**src/rtl/mem_port_arbiter.sv**
```systemverilog
// Two-requester arbiter sharing one single-ported synchronous memory between
// instruction fetch and data access. Data has priority; a saturating
// starvation counter forces a fetch win after STARVE_LIMIT contested data wins.
module mem_port_arbiter #(
  parameter int unsigned READ_LATENCY = 1,
  parameter int unsigned STARVE_LIMIT = 4
) (
  input  logic        clk,
  input  logic        reset,
  input  logic        if_req_valid,
  input  logic [31:0] if_req_addr,
  output logic        if_req_ready,
  output logic        if_resp_valid,
  output logic [31:0] if_resp_data,
  input  logic        d_req_valid,
  input  logic [31:0] d_req_addr,
  input  logic        d_req_write,
  input  logic [31:0] d_req_wdata,
  output logic        d_req_ready,
  output logic        d_resp_valid,
  output logic [31:0] d_resp_data,
  output logic        mem_en,
  output logic        mem_we,
  output logic [31:0] mem_addr,
  output logic [31:0] mem_wdata,
  input  logic [31:0] mem_rdata
);

  localparam int unsigned AW = 32;
  localparam int unsigned DW = 32;
  localparam int unsigned LW = 3;
  localparam int unsigned SW = 4;

  typedef enum logic {
    IDLE = 1'b0,
    WAIT = 1'b1
  } state_t;

  state_t         state, state_d;
  logic           owner, owner_d;
  logic [LW-1:0]  lat_cnt, lat_cnt_d;
  logic [SW-1:0]  starve_cnt, starve_cnt_d;
  logic [AW-1:0]  addr_q, addr_d;
  logic           store_q, store_d;

  logic           contested;
  logic           grant_d;
  logic           grant_f;

  // Winner selection: data first unless fetch has been starved to the limit
  always_comb begin
    contested = if_req_valid && d_req_valid;
    grant_d   = d_req_valid && !(contested && (starve_cnt == SW'(STARVE_LIMIT)));
    grant_f   = if_req_valid && !grant_d;
  end

  // Next-state, grant and response generation
  always_comb begin
    state_d       = state;
    owner_d       = owner;
    lat_cnt_d     = lat_cnt;
    starve_cnt_d  = starve_cnt;
    addr_d        = addr_q;
    store_d       = store_q;
    if_req_ready  = 1'b0;
    d_req_ready   = 1'b0;
    if_resp_valid = 1'b0;
    d_resp_valid  = 1'b0;
    if_resp_data  = '0;
    d_resp_data   = '0;
    mem_en        = 1'b0;
    mem_we        = 1'b0;
    mem_addr      = addr_q;
    mem_wdata     = '0;

    unique case (state)
      IDLE: begin
        // Readies stay low while reset is held so no handshake can complete
        if (reset) begin
          if (grant_d) begin
            d_req_ready = 1'b1;
            mem_en      = 1'b1;
            mem_we      = d_req_write;
            mem_addr    = d_req_addr;
            mem_wdata   = d_req_wdata;
            state_d     = WAIT;
            owner_d     = 1'b1;
            addr_d      = d_req_addr;
            store_d     = d_req_write;
            lat_cnt_d   = LW'(READ_LATENCY);
            if (contested && (starve_cnt < SW'(STARVE_LIMIT))) begin
              starve_cnt_d = starve_cnt + SW'(1);
            end
          end else if (grant_f) begin
            if_req_ready = 1'b1;
            mem_en       = 1'b1;
            mem_addr     = if_req_addr;
            state_d      = WAIT;
            owner_d      = 1'b0;
            addr_d       = if_req_addr;
            store_d      = 1'b0;
            lat_cnt_d    = LW'(READ_LATENCY);
            starve_cnt_d = '0;
          end
        end
      end
      WAIT: begin
        lat_cnt_d = lat_cnt - LW'(1);
        if (lat_cnt == LW'(1)) begin
          state_d = IDLE;
          if (owner) begin
            d_resp_valid = 1'b1;
            d_resp_data  = store_q ? DW'(0) : mem_rdata;
          end else begin
            if_resp_valid = 1'b1;
            if_resp_data  = mem_rdata;
          end
        end
      end
      default: state_d = IDLE;
    endcase
  end

  // State register; reset drops any in-flight transaction
  always_ff @(posedge clk or negedge reset) begin
    if (!reset) begin
      state      <= IDLE;
      owner      <= 1'b0;
      lat_cnt    <= '0;
      starve_cnt <= '0;
      addr_q     <= '0;
      store_q    <= 1'b0;
    end else begin
      state      <= state_d;
      owner      <= owner_d;
      lat_cnt    <= lat_cnt_d;
      starve_cnt <= starve_cnt_d;
      addr_q     <= addr_d;
      store_q    <= store_d;
    end
  end

endmodule
```
**config.mk**
```make
export PLATFORM = sky130hd
export DESIGN_NAME = mem_port_arbiter
export DESIGN_NICKNAME = d
export VERILOG_FILES = /design/src/rtl/mem_port_arbiter.sv
export SDC_FILE = /design/constraint.sdc
export NUM_CORES = 1
export LEC_CHECK = 0
export ABC_CLOCK_PERIOD_IN_PS = 2200
export CAP_MARGIN = 30
export CORE_MARGIN = 3
export CORE_UTILIZATION = 36
export DETAILED_ROUTE_END_ITERATION = 16
export PLACE_DENSITY = 0.82
export SYNTH_ARGS = -nofsm -noshare
export SYNTH_HDL_FRONTEND = slang
export SYNTH_SLANG_ARGS = --single-unit
```
**constraint.sdc**
```tcl
create_clock -name clk -period 2.2 [get_ports clk]
set_clock_uncertainty 0.15 [all_clocks]
set_input_delay 0.22 -clock clk [delete_from_list [all_inputs] [get_ports clk]]
set_output_delay 0.22 -clock clk [all_outputs]
set_load 0.01 [all_outputs]
```
==> impl_metrics.csv <==
group,metric,value,unit
critical_path,startpoint,"starve_cnt[1]",
cells_and_area,multiInputGateArea,2990,um^2
clocking,htreeDepth,2,
synth,syn_avg_cell_area,9.095,um^2
timing,worst_slew_pin_slew,332.9,ps
floorplan,die_height,110.0,um
critical_path,timing.rr.start,"starve_cnt[1]",
cells_and_area,fin_util,0.7483,
drt,dr.pass1.iters,5,
place,place_congestion,0.7928,
critical_path,start_kind,"flip-flop",
synth,synth-edff-count,0,
floorplan,io_pins,267,
synth,yosys.cell_types.count,34,
critical_path,crit_slowest_cell,"dfrtp_1",
drt,drt_iter0_markers,256,
power_and_ir_drop,leakage,3.703,nW
floorplan,die_area,12100,um^2
place,dp.cells,840,
power_and_ir_drop,powerDensity,820.3,nW/um^2
power_and_ir_drop,ir_worst_vdd,510.5,uV
global_route,antenna_found_initial,1,
timing,setup_viol,57,
critical_path,crit_arrival,2010,ps
floorplan,coreArea,10420,um^2
drt,wl,19.03,mm
drt,via_count,4792,
cells_and_area,fin_nets,900,
critical_path,worst_ep_required_time,1830,ps
synth,synth_top_cell_by_area,"dfrtp_1",
timing,hold_ws,82.51,ps
power_and_ir_drop,total_power,6.394,mW
timing,slew_headroom,0.7750,
cells_and_area,synthToLayoutAreaGrowth,100.3,%
timing,final.setup.worst_slack,-175.8,ps
critical_path,end_kind,"primary output",
timing,post-route-period-util,1.080,
place,portBuffers,266,
place,dp.final_hpwl,12.77,mm
timing,period_minus_slack,2376,ps
drt,ant_nets,0,
cells_and_area,finalInstanceArea,7795,um^2
timing,hold_viol,0,
timing,final_max_slew_viol_count,0,
clocking,cts.clk_slew.worst_paths,90,ps
place,dpl_cell_area,7056,um^2
critical_path,rr_endpoint,"addr_q[12]",
synth,ys_async_sr_fraction,1.000,
drt,drc,0,
flow_run,maxCapViolations,0,
synth,synthesis.area,3892,um^2
drt,drt-wirelength-per-cell,21.14,um
status,violations,"setup timing",
critical_path,path_cells,"inv_2 -> ha_4 -> nand4b_4 -> buf_12 -> clkbuf_16 -> mux2_4 -> nor3_4 -> buf_2",
status,status,"finished, violations left",
hold_path,hp-class,"primary input to async pin",
clocking,clk_path_buf_depth,2,
critical_path,slowest_delay,400,ps
synth,synth_common_cells,"and2_1, nor4bb_1, dfrtp_1",
synth,synth_fp_nets,565,
critical_path,r2r_setup_slack,60,ps
cells_and_area,n_fill_cell,716,
synth,ys_seq_elements,42,
global_route,groute.usage.overall,0.2868,
drt,routed_via_density,5.324,
synth,yosys.area.top_type_share,0.2700,
cells_and_area,antenna_cells,0,
floorplan,fp.dieW,110.0,um
critical_path,reg2reg_depth,11,
synth,yosysMostFrequentCell,"and2_1",
critical_path,crit_path_end,"mem_addr[11]",
synth,synth_flop_cell,"dfrtp_1",
synth,yosysWarnings,0,
synth,synthTopCellsByArea,"dfrtp_1, nor4bb_1, and2_1, mux2_4, nor3_2",
clocking,cts_buffers,5,
cells_and_area,fin_cells,900,
floorplan,floorplan.initialDensity,0.3737,
cells_and_area,drive_above_1_share,0.4738,
global_route,grt_overflow,0,
synth,syn_inst,428,
cells_and_area,regArea,1052,um^2
global_route,grt_pass1_vias,4807,
timing,rsz0062_at_grt,"true",
clocking,clkLatencyLatePin,290,ps
global_route,grt_pass1_wl,26.75,mm
critical_path,crit_type,"flip-flop to primary output",
clocking,cts_sinks,42,
critical_path,crit_fanout,7,
floorplan,rows,37,
clocking,cts-root-buf,"clkbuf_8",
clocking,cts_tree,"done",
timing,fmax,0.4209,GHz
synth,ys_seq_area_frac,0.2700,
global_route,grt_max_degree,38,
[stage by stage]
step	TNS, ps	setup slack (ps)
5_1_grt	-13580	-292.5
3_3_place_gp	-22240	-516.4
2_1_floorplan	0	277.7
4_1_cts	-8130	-186.4
3_5_place_dp	-23960	-517.6
6_report	-7421	-175.8
[power breakdown]
| part | internal (mW) | switching (mW) |
|---|---|---|
| Clock | 0.224 | 0.296 |
| Combinational | 2.47 | 2.11 |
| Sequential | 1.13 | 0.156 |
| Total | 3.83 | 2.57 |
[worst max-delay path: cells and delay by family, from the launching register on]
kind          cells  cell delay, ps
flops             1             400
fa+ha+maj         1             150
simple gates      2             250
buf+inv           4             580
mux               1             310
[cell families (layout without fill, tap and decap cells)]
| group | Yosys count | after routing | synth area share |
|---|---|---|---|
| AOI/OAI and AO/OA | 44 | 44 | 0.06300 |
| adders and majority gates | 4 | 4 | 0.01286 |
| buffers and inverters | 55 | 391 | 0.06686 |
| DFF | 42 | 42 | 0.2700 |
| muxes | 34 | 34 | 0.1170 |
| and+or+nand+nor | 249 | 249 | 0.4703 |
[sequential cells by signal, summed over array words and instances, names as in the netlist]
signal      flops
addr_q         32
lat_cnt         3
owner           1
starve_cnt      4
state           1
store_q         1
[repair_timing]
item                                    4_1_cts  5_1_grt
hold buffers                                  5        0
hold endpoints to repair                     22        0
cloned                                       10        2
pin swaps                                    44       23
buffers inserted                             30       14
gates resized for setup                     583      106
endpoints found under the setup margin      134      133
[how the worst min path moves through the flow]
stage / startpoint / end / slack (ps) / cells after the start
after detailed placement: reset / addr_q[29] / 110 / 2
after global placement: reset / addr_q[29] / 100 / 2
final: reset / addr_q[25] / 80 / 3
after global routing: reset / addr_q[25] / 90 / 3
after CTS: reset / addr_q[29] / 290 / 3
after floorplan: reset / addr_q[0] / -230 / 0
[cells in the final DEF (no fill, tap or decap), types with 22 or more instances in the layout]
cell type | synthesis | layout
buf_2 | 19 | 80
dfrtp_1 | 42 | 41
clkdlybuf4s50_1 | 0 | 130
mux2_4 | 20 | 22
buf_6 | 3 | 51
nor4bb_1 | 64 | 60
and2_4 | 0 | 38
and2_1 | 98 | 60
nor3_4 | 0 | 32
buf_4 | 2 | 71
a21oi_1 | 33 | 33
nor2_1 | 35 | 33
[metal layers]
layer  wire, um  up-vias  GRT usage
li1           -     2180          -
met1       7156     2341     0.3467
met2       9669      229     0.4983
met3       1655       40    0.06698
met4        536        2    0.09884
met5          7        -          0
[final cells by class]
type / instances / area share
clock buffer: 5 / 0.008828
clock inverter: 3 / 0.002408
inverter: 7 / 0.003371
multi-input combinational: 331 / 0.3836
sequential: 42 / 0.1350
tap: 136 / 0.02183
timing repair buffer: 376 / 0.4449
No activity file was read; power rests on OpenSTA's default activity.
